## src/rtl/rf_wb_arbiter.sv

```systemverilog
// Register-file write-port arbiter: WB stage has priority, aux unit results queue in a small FIFO.
// Optional statistics counters are enabled by defining RF_WB_ARB_STATS_EN.
module rf_wb_arbiter #(
    parameter int AUX_DEPTH  = 2,
    parameter int STARVE_MAX = 4
) (
    input  logic        clk,
    input  logic        rst_n,
    input  logic        pipe_we,
    input  logic [4:0]  pipe_rd,
    input  logic [31:0] pipe_wd,
    input  logic        aux_valid,
    output logic        aux_ready,
    input  logic [4:0]  aux_rd,
    input  logic [31:0] aux_wd,
    output logic        pipe_stall,
    output logic        rf_we,
    output logic [4:0]  rf_a,
    output logic [31:0] rf_wd,
    output logic [31:0] aux_busy_mask
`ifdef RF_WB_ARB_STATS_EN
    ,
    output logic [31:0] stat_conflicts,
    output logic [31:0] stat_forced
`endif
);
    localparam int PTR_W = $clog2(AUX_DEPTH);

    typedef enum logic [1:0] {IDLE, DRAIN, FORCE} state_t;

    state_t             state_reg;
    logic [3:0]         starve_reg;
    logic [PTR_W-1:0]   wr_ptr_reg;
    logic [PTR_W-1:0]   rd_ptr_reg;
    logic [PTR_W:0]     count_reg;
    logic [PTR_W:0]     count_next;
    logic [AUX_DEPTH-1:0] valid_reg;
    logic [4:0]         mem_rd [AUX_DEPTH];
    logic [31:0]        mem_wd [AUX_DEPTH];
    logic [31:0]        entry_mask [AUX_DEPTH];

    logic full;
    logic pipe_busy;
    logic push;
    logic pop;
    logic enter_force;

    assign full        = (count_reg == (PTR_W+1)'(AUX_DEPTH));
    assign aux_ready   = !full;
    assign pipe_busy   = pipe_we && (pipe_rd != 5'd0);
    // Writes to x0 complete the handshake but are never stored.
    assign push        = aux_valid && !full && (aux_rd != 5'd0);
    assign pop         = ((state_reg == DRAIN) && !pipe_busy) || (state_reg == FORCE);
    assign enter_force = (state_reg == DRAIN) && pipe_busy &&
                         ((starve_reg + 4'd1) == 4'(STARVE_MAX));
    assign count_next  = count_reg + (PTR_W+1)'(push) - (PTR_W+1)'(pop);
    assign pipe_stall  = (state_reg == FORCE);

    always_comb begin
        rf_we = 1'b0;
        rf_a  = 5'd0;
        rf_wd = 32'd0;
        if (pop) begin
            rf_we = 1'b1;
            rf_a  = mem_rd[rd_ptr_reg];
            rf_wd = mem_wd[rd_ptr_reg];
        end else if (pipe_busy) begin
            rf_we = 1'b1;
            rf_a  = pipe_rd;
            rf_wd = pipe_wd;
        end
    end

    // Storage carries no reset; validity is tracked separately in valid_reg.
    always_ff @(posedge clk) begin
        if (push) begin
            mem_rd[wr_ptr_reg] <= aux_rd;
            mem_wd[wr_ptr_reg] <= aux_wd;
        end
    end

    always_ff @(posedge clk or negedge rst_n) begin
        if (!rst_n) begin
            state_reg  <= IDLE;
            starve_reg <= 4'd0;
            wr_ptr_reg <= '0;
            rd_ptr_reg <= '0;
            count_reg  <= '0;
            valid_reg  <= '0;
        end else begin
            count_reg <= count_next;
            if (push) begin
                wr_ptr_reg            <= wr_ptr_reg + 1'b1;
                valid_reg[wr_ptr_reg] <= 1'b1;
            end
            if (pop) begin
                rd_ptr_reg            <= rd_ptr_reg + 1'b1;
                valid_reg[rd_ptr_reg] <= 1'b0;
            end
            case (state_reg)
                IDLE: begin
                    starve_reg <= 4'd0;
                    if (count_next != '0) state_reg <= DRAIN;
                end
                DRAIN: begin
                    if (count_next == '0) begin
                        state_reg  <= IDLE;
                        starve_reg <= 4'd0;
                    end else if (enter_force) begin
                        state_reg  <= FORCE;
                        starve_reg <= 4'd0;
                    end else if (pipe_busy) begin
                        starve_reg <= starve_reg + 4'd1;
                    end else begin
                        starve_reg <= 4'd0;
                    end
                end
                default: begin
                    starve_reg <= 4'd0;
                    state_reg  <= (count_next != '0) ? DRAIN : IDLE;
                end
            endcase
        end
    end

    for (genvar gi = 0; gi < AUX_DEPTH; gi++) begin : g_mask
        assign entry_mask[gi] = valid_reg[gi] ? (32'd1 << mem_rd[gi]) : 32'd0;
    end

    always_comb begin
        aux_busy_mask = 32'd0;
        for (int i = 0; i < AUX_DEPTH; i++) begin
            aux_busy_mask = aux_busy_mask | entry_mask[i];
        end
    end

`ifdef RF_WB_ARB_STATS_EN
    always_ff @(posedge clk or negedge rst_n) begin
        if (!rst_n) begin
            stat_conflicts <= 32'd0;
            stat_forced    <= 32'd0;
        end else begin
            if (pipe_busy && (count_reg != '0) && (stat_conflicts != 32'hFFFF_FFFF))
                stat_conflicts <= stat_conflicts + 32'd1;
            if (enter_force && (stat_forced != 32'hFFFF_FFFF))
                stat_forced <= stat_forced + 32'd1;
        end
    end
`endif

endmodule

```

## config.mk

```make
export PLATFORM = sky130hd
export DESIGN_NAME = rf_wb_arbiter
export DESIGN_NICKNAME = d
export VERILOG_FILES = /design/src/rtl/rf_wb_arbiter.sv
export SDC_FILE = /design/constraint.sdc
export NUM_CORES = 1
export LEC_CHECK = 0
export CAP_MARGIN = 20
export CORE_AREA = 2 2 105 107
export CTS_CLUSTER_DIAMETER = 50
export DETAILED_ROUTE_END_ITERATION = 10
export DIE_AREA = 0 0 107 109
export PLACE_DENSITY = 0.74
export SLEW_MARGIN = 30
export SYNTH_ARGS = -nofsm -noshare
export SYNTH_HDL_FRONTEND = slang
export SYNTH_SLANG_ARGS = --single-unit
```

## constraint.sdc

```tcl
create_clock -name clk -period 2.78 [get_ports clk]
set_input_delay 0.556 -clock clk [delete_from_list [all_inputs] [get_ports clk]]
set_output_delay 0.556 -clock clk [all_outputs]
set_load 0.02 [all_outputs]
```

==> reports/results.tsv <==
metric	value	unit
cp_top_family	buffers and inverters	
root_buffer	sky130_fd_sc_hd__clkbuf_8	
min-delay-start	wr_ptr_reg	
path_max_fanout	9	
layout.filler_cells	894	
power.switching_fraction	36.6	%
post_synthesis_cell_area	4160	um2
ant_nets	0	
setup_violations	0	
ys_async_sr_fraction	14.0	%
drt_drc_violations_left	0	
final_cell_area	6190	um2
synth_mux_area_share	9.14	%
placed_area	6010	um2
syn_area_per_cell	13.8	um2
io_buffers	149	
num_rows	38	
worst-endpoint-required	2.22	ns
layout-drive-gt1-share	22.3	%
detailedRoute.firstPassIterationCount	4	
cp_num_buf_inv	2	
timing.hold.worst_path_depth	1	
post-synth-top-area-fraction	53.4	%
depth_of_the_cts_h_tree	3	
die_x	107	um
ff2ff_setup_slack	0.32	ns
clock-sinks	86	
mappedNetlistNets	384	
report.final.slew_viol_count	0	
clock_transition_at_path_regs	0.08	ns
ff2ff_path_depth	11	
vertical_extent_of_the_die	109	um
place_inst	599	
final_nets	566	
ioPinCount	150	
core_area	10600	um2
synth_cells	302	
drt-initial-drc-count	199	
max_ffs_per_register	64	
vias_per_cell	5.37	
timing.fmax	0.369	GHz
hold_buffer_count_at_cts	0	
timing.critical_path.cells	buf_4, nor2b_1, nand3_1, o22ai_1, clkdlybuf4s50_1	
worstHoldEndpoint	wr_ptr_reg	
gr-total-overflow	0	
critical-path-slowest-cell	sky130_fd_sc_hd__clkdlybuf4s50_1	
vdd_drop_max	356	uV
post_drt_wl_per_cell	17.2	um
area.growth.synth_to_final	48.8	%
share_comb_of_total_power	43.1	%
min-delay-path-class	reg2reg	
cts_tree	done	
finish.cell_count_without_fillers	629	
clock-skew-final	0.00916	ns
power_leakage	2.49	nW
gpl.final_weighted_congestion	0.943	
yosys-top-cells-area	sky130_fd_sc_hd__edfxtp_1 (53%), sky130_fd_sc_hd__mux2i_1 (9.1%), sky130_fd_sc_hd__o2bb2ai_1 (7.8%)	
power.density	754	nW/um2
postRouteWirelength	10800	um
ys_ff_latch	86	
worst_setup_path_start_kind	flop	
synth_top_area_cell	sky130_fd_sc_hd__edfxtp_1	
post_synth_edffs	74	
crit-reg2reg-capture	state_reg[1]	
grt_pass1_vias	3483	
dp_hpwl	7720	um
fin_crit_sh	97.5	%
wire_length_of_the_first_global_routing_pass	17100	um
status	completed	
drv.max_cap_violation_count	0	
worstReg2RegStart	state_reg[0]	
grt_max_degree	30	
netlist-cell-type-count	45	
cts_inserted_buffers	9	
setup.worst_path.end_class	output pin	
die_area	11700	um2
clk_latency	0.36	ns
worst_path_largest_cell_delay	0.64	ns
portion_of_the_post_synthesis_area_used_by_sequential_elements	60.6	%
worst_pin_slew	0.537	ns
complex_gate_fraction_of_the_synthesized_area	16.2	%
crit_arrival	2.15	ns
grt_antenna_before_repair	0	
synth_adder_area_share	1.20	%
dominant_combinational_cell_family_by_area_after_synthesis	compound AO/OA/AOI/OAI gates	
report.final.hold_viol_count	0	
postSynth.topFlopCell	sky130_fd_sc_hd__edfxtp_1	
seq_power_share	40.7	%
track_usage	19.1	%
start_util	39.2	%
max-slew-margin-rel	64.1	%
clock_power_share	16.2	%
switchingPower	1.71	mW
synth_xor_area_share	1.41	%
fin_crit	2.71	ns
clk_path_buf_depth	2	
post_synthesis_simple_gate_area_fraction	8.87	%
yosys_warnings	0	
diodes	0	
p_int	2.96	mW
vias	3377	
path_class	reg2out	
[power by group through the flow]
stage,sequential (mW),clock [mW],combinational (mW)
2_1_floorplan,1.88,0,1.22
3_3_place_gp,1.93,0,2.05
3_5_place_dp,1.95,0,2.08
4_1_cts,1.91,0.769,1.98
5_1_grt,1.93,0.834,2.18
6_report,1.90,0.754,2.01
[synthesized netlist by cell type (2+ instances only)]
cell type	instances
sky130_fd_sc_hd__edfxtp_1	74
sky130_fd_sc_hd__mux2i_1	38
sky130_fd_sc_hd__o2bb2ai_1	37
sky130_fd_sc_hd__o22ai_1	24
sky130_fd_sc_hd__nand2b_1	15
sky130_fd_sc_hd__dfrtp_1	12
sky130_fd_sc_hd__nand2_1	11
sky130_fd_sc_hd__clkbuf_1	9
sky130_fd_sc_hd__buf_2	8
sky130_fd_sc_hd__o32ai_1	8
sky130_fd_sc_hd__nand3_1	6
sky130_fd_sc_hd__inv_1	5
sky130_fd_sc_hd__ha_1	4
sky130_fd_sc_hd__nor2_1	4
sky130_fd_sc_hd__nor2b_1	4
sky130_fd_sc_hd__or2_2	4
sky130_fd_sc_hd__xnor2_1	4
sky130_fd_sc_hd__nand4_1	3
sky130_fd_sc_hd__nand4b_1	3
sky130_fd_sc_hd__a211oi_1	2
sky130_fd_sc_hd__nor3_1	2
sky130_fd_sc_hd__o2111ai_1	2
[how the worst max path moves through the flow]
stage            startpoint                 to  slack (ns)  depth (start not counted)
2_1_floorplan     aux_rd[0]       state_reg[1]        0.39                          8
3_3_place_gp     pipe_rd[3]          rf_wd[18]       -0.36                          7
3_5_place_dp     pipe_rd[3]          rf_wd[10]       -0.41                          7
4_1_cts          pipe_rd[3]          rf_wd[14]       0.004                          8
5_1_grt        mem_rd[1][1]  aux_busy_mask[25]     -0.0004                          5
6_report       mem_rd[1][1]  aux_busy_mask[25]        0.07                          5
[cell type report]
type | instances | area [um2] | area share, %
Clock inverter | 7 | 41.3 | 0.667
Tap cell | 140 | 175 | 2.83
Timing Repair Buffer | 190 | 1740 | 28.1
Sequential cell | 86 | 2520 | 40.8
Multi-Input combinational cell | 191 | 1570 | 25.3
Inverter | 6 | 22.5 | 0.364
Clock buffer | 9 | 124 | 2.00
[through the flow]
step	setup slack (ns)	total power [mW]	TNS (ns)	utilization (%)	hold slack, ns
2_1_floorplan	0.394	3.10	0	-	0.260
3_3_place_gp	-0.361	3.98	-13.79	56.7	0.484
3_5_place_dp	-0.411	4.03	-15.49	56.7	0.490
4_1_cts	0.00397	4.66	0	57.5	0.503
5_1_grt	-0.000396	4.95	-0.000396	58.4	0.537
6_report	0.0695	4.67	0	58.4	0.511
[what timing repair did]
action	CTS	global route
endpoints found under the setup margin	44	58
setup buffers	5	8
gates resized for setup	144	28
gates cloned	1	0
pin swaps	2	1
[per-layer routing]
layer  track usage (%)  routed length, um
met1              22.2               4430
met2              33.0               5260
met3              5.74                903
met4              7.98                258
met5                 0                  0
[logic make-up after synthesis]
| kind of cell | after synthesis |
|---|---|
| AND/OR/NAND/NOR | 62 |
| XOR/XNOR | 5 |
| buffers and inverters | 25 |
| flip-flops | 86 |
| adder cells (fa/ha/maj) | 4 |
| AO/OA/AOI/OAI | 82 |
| multiplexers | 38 |
[cell usage in the layout, fill, tap and decap left out, drive strengths merged, types with 2 or more instances in the layout]
master / count
dfrtp: 12
nor2: 4
nor2b: 5
edfxtp: 74
ha: 4
nand3: 6
buf: 73
nand4: 3
dlygate4sd2: 2
mux2i: 38
o211ai: 2
nand2: 11
o2111ai: 2
xnor2: 4
a211oi: 3
o22ai: 24
clkinv: 4
nand4b: 3
or2: 4
clkdlybuf4s50: 95
clkinvlp: 3
clkbuf: 13
clkdlybuf4s15: 2
nand2b: 15
inv: 6
nor3: 3
dlymetal6s2s: 14
o2bb2ai: 37
o32ai: 8
Note: power is estimated with default switching activity, not from simulation.
